**config.mk**
```make
export PLATFORM = sky130hd
export DESIGN_NAME = latch_bank
export DESIGN_NICKNAME = d
export VERILOG_FILES = /design/src/rtl/latch_bank.sv
export SDC_FILE = /design/constraint.sdc
export NUM_CORES = 1
export LEC_CHECK = 0
export CORE_ASPECT_RATIO = 1.1
export CORE_MARGIN = 2
export CORE_UTILIZATION = 56
export DETAILED_ROUTE_END_ITERATION = 16
export PLACE_DENSITY = 0.95
export SYNTH_ARGS = -nofsm -noshare
export SYNTH_HDL_FRONTEND = slang
export SYNTH_SLANG_ARGS = --single-unit
```
**constraint.sdc**
```tcl
create_clock -name clk -period 6.4 [get_ports clk]
set_clock_uncertainty 0.15 [all_clocks]
set_input_delay 1.28 -clock clk [delete_from_list [all_inputs] [get_ports clk]]
set_output_delay 1.28 -clock clk [all_outputs]
set_load 0.05 [all_outputs]
```
**src/rtl/latch_bank.sv**
```systemverilog
// Multi-channel storage bank: per-channel transparent latch (open while clk low) or posedge flop,
// with change detection and update counters. Define LATCH_BANK_CNT_SAT_EN for saturating counters.
`timescale 1ns/1ps
module latch_bank #(
  parameter int WIDTH    = 8,
  parameter int CHANNELS = 4,
  parameter int CNT_W    = 8
) (
  input  logic                      clk,
  input  logic                      rst,
  input  logic [CHANNELS-1:0]       en,
  input  logic [CHANNELS-1:0]       mode,
  input  logic [CHANNELS*WIDTH-1:0] d,
  input  logic                      clr_cnt,
  output logic [CHANNELS*WIDTH-1:0] q,
  output logic [CHANNELS-1:0]       changed,
  output logic [CHANNELS*CNT_W-1:0] upd_cnt
);

  for (genvar c = 0; c < CHANNELS; c++) begin : g_ch
    logic [WIDTH-1:0] d_c;
    logic [WIDTH-1:0] lat_q;
    logic [WIDTH-1:0] flp_q;
    logic [WIDTH-1:0] q_cur;
    logic [WIDTH-1:0] prev;
    logic             lat_stamp;
    logic             flp_ack;
    logic             opened;
    logic             diff;
    logic             chg;
    logic [CNT_W-1:0] cnt;
    logic [CNT_W-1:0] cnt_next;

    assign d_c = d[c*WIDTH +: WIDTH];

    // The latch marks itself "opened" by flipping its stamp away from the flop's ack bit;
    // the next posedge copies the stamp back, so opened only spans the current low phase.
    always_latch begin
      if (rst) begin
        lat_q     <= '0;
        lat_stamp <= 1'b0;
      end else if (!clk && !mode[c] && en[c]) begin
        lat_q     <= d_c;
        lat_stamp <= ~flp_ack;
      end
    end

    assign opened = lat_stamp ^ flp_ack;
    assign q_cur  = opened ? lat_q : flp_q;
    assign diff   = (q_cur != prev);

`ifdef LATCH_BANK_CNT_SAT_EN
    assign cnt_next = (&cnt) ? cnt : cnt + CNT_W'(1);
`else
    assign cnt_next = cnt + CNT_W'(1);
`endif

    // flp_q follows the visible value whenever it is not capturing, so mode switches never jump.
    always_ff @(posedge clk or posedge rst) begin
      if (rst) begin
        flp_q   <= '0;
        flp_ack <= 1'b0;
        prev    <= '0;
        chg     <= 1'b0;
        cnt     <= '0;
      end else begin
        flp_ack <= lat_stamp;
        flp_q   <= (mode[c] && en[c]) ? d_c : q_cur;
        prev    <= q_cur;
        if (clr_cnt) begin
          chg <= 1'b0;
          cnt <= '0;
        end else begin
          chg <= diff;
          if (diff) cnt <= cnt_next;
        end
      end
    end

    assign q[c*WIDTH +: WIDTH]       = q_cur;
    assign changed[c]                = chg;
    assign upd_cnt[c*CNT_W +: CNT_W] = cnt;
  end

endmodule

```
==> flow_metrics.env, run 1 <==
export IMPL_reg2reg_depth=12
export IMPL_crit_family="buffers and inverters"
export IMPL_seq_area_mm2=0.00314
export IMPL_critPathKind="latch2out"
export IMPL_timing_final_max_slew_violations=0
export IMPL_r2r_start="g_ch[3].lat_stamp"
export IMPL_cp_buffers_inverters=4
export IMPL_critPathMostFrequentCell="buf_12"
export IMPL_globalRouteOverflowTotal=0
export IMPL_drtAntennaViolNets=0
export IMPL_vias=5962
export IMPL_drc=0
export IMPL_dieArea_mm2=0.0115
export IMPL_layout_nets=825
export IMPL_p_leak_nw=4.26
export IMPL_hold_viol=0
export IMPL_power_total_mw=2.76
export IMPL_slowest_delay_ns=0.35
export IMPL_post_place_cells=809
export IMPL_grt_max_degree=61
export IMPL_drive_gt1_frac=0.330
export IMPL_cp_start_kind="latch"
export IMPL_synth_warnings=0
export IMPL_synth_top_family_by_area="simple AND/OR/NAND/NOR gates"
export IMPL_violations="setup timing"
export IMPL_cellPowerDensity_mw_per_mm2=295
export IMPL_vdd_drop_max_mv=0.248
export IMPL_synth_adder_area_share=0.00839
export IMPL_final_util=0.902
export IMPL_busiest_layer="met2"
export IMPL_fill_cells=393
export IMPL_hp_class="reg2latch"
export IMPL_synthXorXnorAreaFrac=0.0659
export IMPL_use_met3=0.115
export IMPL_cts_clk_slew_worst_paths_ns=0.07
export IMPL_firstDrtPassIters=7
export IMPL_drt_total_wl_um=23800
export IMPL_synth_simple_area_share=0.163
export IMPL_row_count=39
export IMPL_worst_pin_slew_ns=0.961
export IMPL_finalSetupTns_ns=-11.37
export IMPL_cts_tree="done"
export IMPL_met2_usage=0.621
export IMPL_io_buffers=110
export IMPL_grtUsageMet1=0.381
export IMPL_num_io_pins=111
export IMPL_critical_path_required_ns=4.97
export IMPL_hp_start="g_ch[2].flp_ack"
export IMPL_path_cells="buf_12, xnor2_4, buf_12, mux2i_4, inv_2, buf_6"
export IMPL_drt_vias_per_instance=6.41
export IMPL_synth_distinct_cells=54
export IMPL_critPathSlowestCell="dlxtp_1"
export IMPL_initial_core_util=0.574
export IMPL_relSlewSlack=0.359
export IMPL_antenna_found_initial=0
export IMPL_syn_inst=566
export IMPL_rsz0062_at_grt="true"
export IMPL_routedWlPerCell_um=25.6
export IMPL_critPathArrivalTime_ns=5.43
export IMPL_path_max_fanout=5
export IMPL_crit_start="g_ch[1].lat_stamp"
export IMPL_drt_iter0_markers=758
export IMPL_crit_path_end_kind="primary output"
export IMPL_final_common_cell="dfrtp_1"
export IMPL_track_usage=0.375
export IMPL_dieWidth_um=102
export IMPL_setup_viol=37
export IMPL_dp_hpwl_um=9700
export IMPL_synth_compound_area_frac=0.0933
export IMPL_globalplace_congestion=0.876
export IMPL_synth_mux_area_frac=0.0990
export IMPL_whs_ns=0.196
export IMPL_grt_pass1_vias=5997
export IMPL_r2r_setup_slack_ns=-0.13
export IMPL_synth_ff_latch_count=140
export IMPL_netlist_area_mm2=0.00597
export IMPL_avgSynthCellArea_um2=10.5
export IMPL_multiInputGateArea_mm2=0.00303
export IMPL_synth_fp_nets=613
export IMPL_grt_pass1_wl_um=31200
export IMPL_worst_slack_ns=-0.457
export IMPL_max_cap_viol_count=0
export IMPL_synthToLayoutAreaGrowth_pct=57.1
export IMPL_layout_cells_most_common_list="dfrtp_1, clkdlybuf4s50_1, buf_4"
export IMPL_coreArea_mm2=0.0104
export IMPL_endpoint="q[9]"
export IMPL_final_instance_count_excl_fill=930
export IMPL_num_antenna_cells=0
export IMPL_path_depth=6
export IMPL_clk_latency_ns=0.92
export IMPL_status="finished, violations left"
export IMPL_dieHeight_um=112
export IMPL_reg2reg_to="g_ch[3].cnt[0]"
what timing repair did:
action                                 4_1_cts  5_1_grt
setup endpoints to repair                   32       40
pin swaps                                   12       12
endpoints found under the hold margin        4        0
setup buffers                               48       30
hold buffers                                 3        0
gates cloned                                 3        0
resized for setup                          101       38
power breakdown:
part / internal [mW] / leakage (nW) / total [mW] / switching, mW
clock: 0.521 / 0.402 / 0.871 / 0.350
combinational: 0.450 / 2.27 / 0.998 / 0.548
sequential: 0.781 / 1.60 / 0.894 / 0.112
total: 1.75 / 4.26 / 2.76 / 1.01
worst register-to-register path, stage by stage (launching register included):
cell	delay, ns
dlxtp_1	0.30
buf_12	0.14
buf_12	0.12
xnor2_4	0.14
buf_4	0.18
buf_4	0.15
a2111oi_4	0.31
a221oi_2	0.17
nor4_4	0.54
nand2_2	0.22
buf_4	0.22
xnor2_1	0.27
nor2_1	0.14
synth_stat cells (all sizes together):
cell     instances  area, µm²
a2111o           1       11.3
nand2b           5       31.3
mux2            40        450
a21boi           3       22.5
a21oi           32        160
ha               4       50.1
nor3b            2       15.0
a2111oi          1       27.5
nor4             1       21.3
o221ai           6       52.6
nor3             3       15.0
a31oi            5       31.3
o31a             1       8.76
dfrtp          104       2600
nand3           10       55.1
buf              8       55.1
and3             3       18.8
o32a             1       10.0
a221o            1       10.0
o32ai            1       8.76
inv             42        158
a21bo            1       10.0
o2111ai          3       26.3
nand3b           1       7.51
o22ai            3       18.8
a221oi           6       88.8
clkbuf          12       45.0
xnor2           29        288
and2             2       12.5
mux2i           14        140
nand2           33        131
o2111a           1       11.3
nand4           11       68.8
a22o             1       8.76
nor2b           51        319
a21o             1       7.51
or4              1       7.51
o21a             1       7.51
nor2            63        236
and4             4       35.0
a22oi            2       15.0
o21ai            4       20.0
dlxtp           36        541
xor2            12        105
routing by layer:
metal | share of wire | wire length, µm | vias up
met1 | 0.33 | 7820 | 2896
met2 | 0.50 | 11900 | 516
met4 | 0.092 | 2190 | 0
li1 | - | - | 2339
met5 | 0 | 0 | -
met3 | 0.080 | 1920 | 211
kinds of logic after synthesis:
| group | Yosys count |
|---|---|
| latches | 36 |
| flops | 104 |
| simple gates | 190 |
| xor+xnor | 41 |
| buf+inv | 62 |
| fa+ha+maj | 4 |
| compound gates | 75 |
| mux | 54 |
worst min-delay path by stage:
stage	end	slack (ns)	cells past startpoint
after global routing	g_ch[2].lat_stamp	0.16	1
after floorplan	clock gate	-0.15	3
after global placement	clock gate	-0.77	3
final	g_ch[2].lat_stamp	0.20	1
after CTS	g_ch[2].lat_stamp	0.18	1
after detailed placement	clock gate	-0.74	3
layout make-up:
| class | count | share of cell area |
|---|---|---|
| Clock inverter | 3 | 0.00160 |
| Sequential cell | 140 | 0.335 |
| Inverter | 42 | 0.0171 |
| Clock buffer | 35 | 0.0785 |
| Multi-Input combinational cell | 367 | 0.323 |
| Tap cell | 143 | 0.0191 |
| Timing Repair Buffer | 200 | 0.226 |
sequential cells by signal, indices dropped and copies added (netlist names):
register and flops:
g_ch.lat_q 32, g_ch.cnt 32, g_ch.prev 32, g_ch.flp_q 32
g_ch.chg 4, g_ch.flp_ack 4, g_ch.lat_stamp 4
per-stage QoR:
step | area (µm²) | worst slack, ns
2_1_floorplan | 5970 | -0.0202
3_5_place_dp | 7310 | 0.135
5_1_grt | 9370 | -0.503
3_3_place_gp | 7310 | 0.198
4_1_cts | 9000 | -0.384
6_report | 9370 | -0.457
Power figures use the tool's default switching activity.
==> run 2, diff against run 1 <==
- CAP_MARGIN: not set -> 10
==> results of run 2 <==
No change in the layout: final DEF, timing and power equal those of run 1.
==> run 3, diff against run 2 <==
- clock period: 6.4 -> 7.9 ns (I/O delays scaled with it)
==> flow_metrics.env, run 3 (synthesis gave the netlist of run 1 again) <==
export IMPL_status="completed"
export IMPL_final_instance_count_excl_fill=875
export IMPL_dieArea_mm2=0.0115
export IMPL_endpoint="q[1]"
export IMPL_r2r_start="g_ch[3].lat_stamp"
export IMPL_post_place_cells=802
export IMPL_path_cells="xnor2_4, buf_12, buf_6, nor2_1, a21oi_2, inv_1, buf_6"
export IMPL_num_antenna_cells=0
export IMPL_critPathKind="latch2out"
export IMPL_p_leak_nw=3.91
export IMPL_num_io_pins=111
export IMPL_max_cap_viol_count=0
export IMPL_setup_viol=0
export IMPL_final_common_cell="dfrtp_1"
export IMPL_drive_gt1_frac=0.250
export IMPL_cp_buffers_inverters=4
export IMPL_critPathMostFrequentCell="buf_6"
export IMPL_grt_pass1_wl_um=26200
export IMPL_dieWidth_um=102
export IMPL_design_area_mm2=0.00869
export IMPL_vias=5093
export IMPL_coreArea_mm2=0.0104
export IMPL_seq_area_mm2=0.00314
export IMPL_dieHeight_um=112
export IMPL_rsz0062_at_grt="true"
export IMPL_crit_family="buffers and inverters"
export IMPL_layout_nets=770
export IMPL_r2r_setup_slack_ns=0.90
export IMPL_cts_tree="done"
export IMPL_cp_start_kind="latch"
export IMPL_track_usage=0.307
export IMPL_globalRouteOverflowTotal=0
export IMPL_critical_path_required_ns=6.17
export IMPL_grt_pass1_vias=5277
export IMPL_placed_area_mm2=0.00717
export IMPL_hp_class="reg2latch"
export IMPL_hold_viol=0
export IMPL_cellPowerDensity_mw_per_mm2=248
export IMPL_synthToLayoutAreaGrowth_pct=45.6
export IMPL_critPathArrivalTime_ns=6.15
export IMPL_reg2reg_to="g_ch[3].cnt[5]"
export IMPL_antenna_found_initial=0
export IMPL_row_count=39
export IMPL_routedWlPerCell_um=20.3
export IMPL_drt_total_wl_um=17700
export IMPL_globalplace_congestion=0.859
export IMPL_timing_final_max_slew_violations=0
export IMPL_critPathSlowestCell="dlxtp_1"
export IMPL_worst_pin_slew_ns=0.893
export IMPL_vdd_drop_max_mv=0.163
export IMPL_power_total_mw=2.15
export IMPL_path_max_fanout=8
export IMPL_grt_max_degree=72
export IMPL_final_util=0.836
export IMPL_dp_hpwl_um=9430
export IMPL_reg2reg_depth=9
export IMPL_path_depth=7
export IMPL_relSlewSlack=0.405
export IMPL_multiInputGateArea_mm2=0.00284
export IMPL_firstDrtPassIters=5
export IMPL_whs_ns=0.291
export IMPL_drt_iter0_markers=330
export IMPL_fill_cells=516
export IMPL_clk_latency_ns=0.83
export IMPL_cts_clk_slew_worst_paths_ns=0.07
export IMPL_io_buffers=110
export IMPL_crit_start="g_ch[0].lat_stamp"
export IMPL_initial_core_util=0.574
export IMPL_drtAntennaViolNets=0
export IMPL_layout_cells_most_common_list="dfrtp_1, clkdlybuf4s50_1, nor2_1"
export IMPL_slowest_delay_ns=0.46
export IMPL_crit_path_end_kind="primary output"
export IMPL_drc=0
export IMPL_drt_vias_per_instance=5.82
[run 3: cell count changes in the layout (fill, tap and decap cells not counted), moves of 7 or more]
cell	change
buf_2	+7
nand2_4	-7
buf_4	-42
buf_12	-10
nand2_1	+11
[run 3: layout make-up]
class	instances	share of cell area
Clock buffer	32	0.0811
Clock inverter	6	0.0150
Inverter	42	0.0184
Multi-Input combinational cell	365	0.327
Sequential cell	140	0.362
Tap cell	143	0.0206
Timing Repair Buffer	147	0.176
[run 3: timing repair]
| action | 4_1_cts | 5_1_grt |
|---|---|---|
| gates resized for setup | 88 | 87 |
| cloned | 1 | 1 |
| endpoints found under the hold margin | 4 | 0 |
| hold buffers | 4 | 0 |
| pin swaps | 4 | 4 |
| endpoints found under the setup margin | 29 | 26 |
| setup buffers | 10 | 19 |
[run 3: how the worst min path moves through the flow]
stage / start / endpoint / slack (ns) / depth (start not counted)
after global placement: rst / clock gate / -1.41 / 3
after detailed placement: rst / clock gate / -1.39 / 3
after CTS: g_ch[2].flp_ack / g_ch[2].lat_stamp / 0.28 / 1
after global routing: g_ch[2].flp_ack / g_ch[2].lat_stamp / 0.29 / 1
final: g_ch[2].flp_ack / g_ch[2].lat_stamp / 0.29 / 1
after floorplan: rst / clock gate / -0.60 / 3
[run 3: routing by layer]
metal / global-route usage / share of wire / wire length [µm]
met1: 0.343 / 0.36 / 6390
met2: 0.504 / 0.53 / 9480
met3: 0.0847 / 0.059 / 1050
met4: 0.208 / 0.045 / 805
met5: 0 / 0 / 0
[run 3: report_power, final]
group / total [mW] / leakage, nW / internal (mW) / switching [mW]
sequential: 0.712 / 1.60 / 0.633 / 0.0784
combinational: 0.644 / 1.88 / 0.272 / 0.372
clock: 0.795 / 0.439 / 0.532 / 0.263
[run 3: stage by stage]
stage          setup TNS (ns)  worst slack (ns)
2_1_floorplan               0             0.348
3_3_place_gp                0             0.219
3_5_place_dp                0            0.0426
4_1_cts               -0.0623           -0.0623
5_1_grt                -0.731           -0.0970
6_report                    0            0.0235
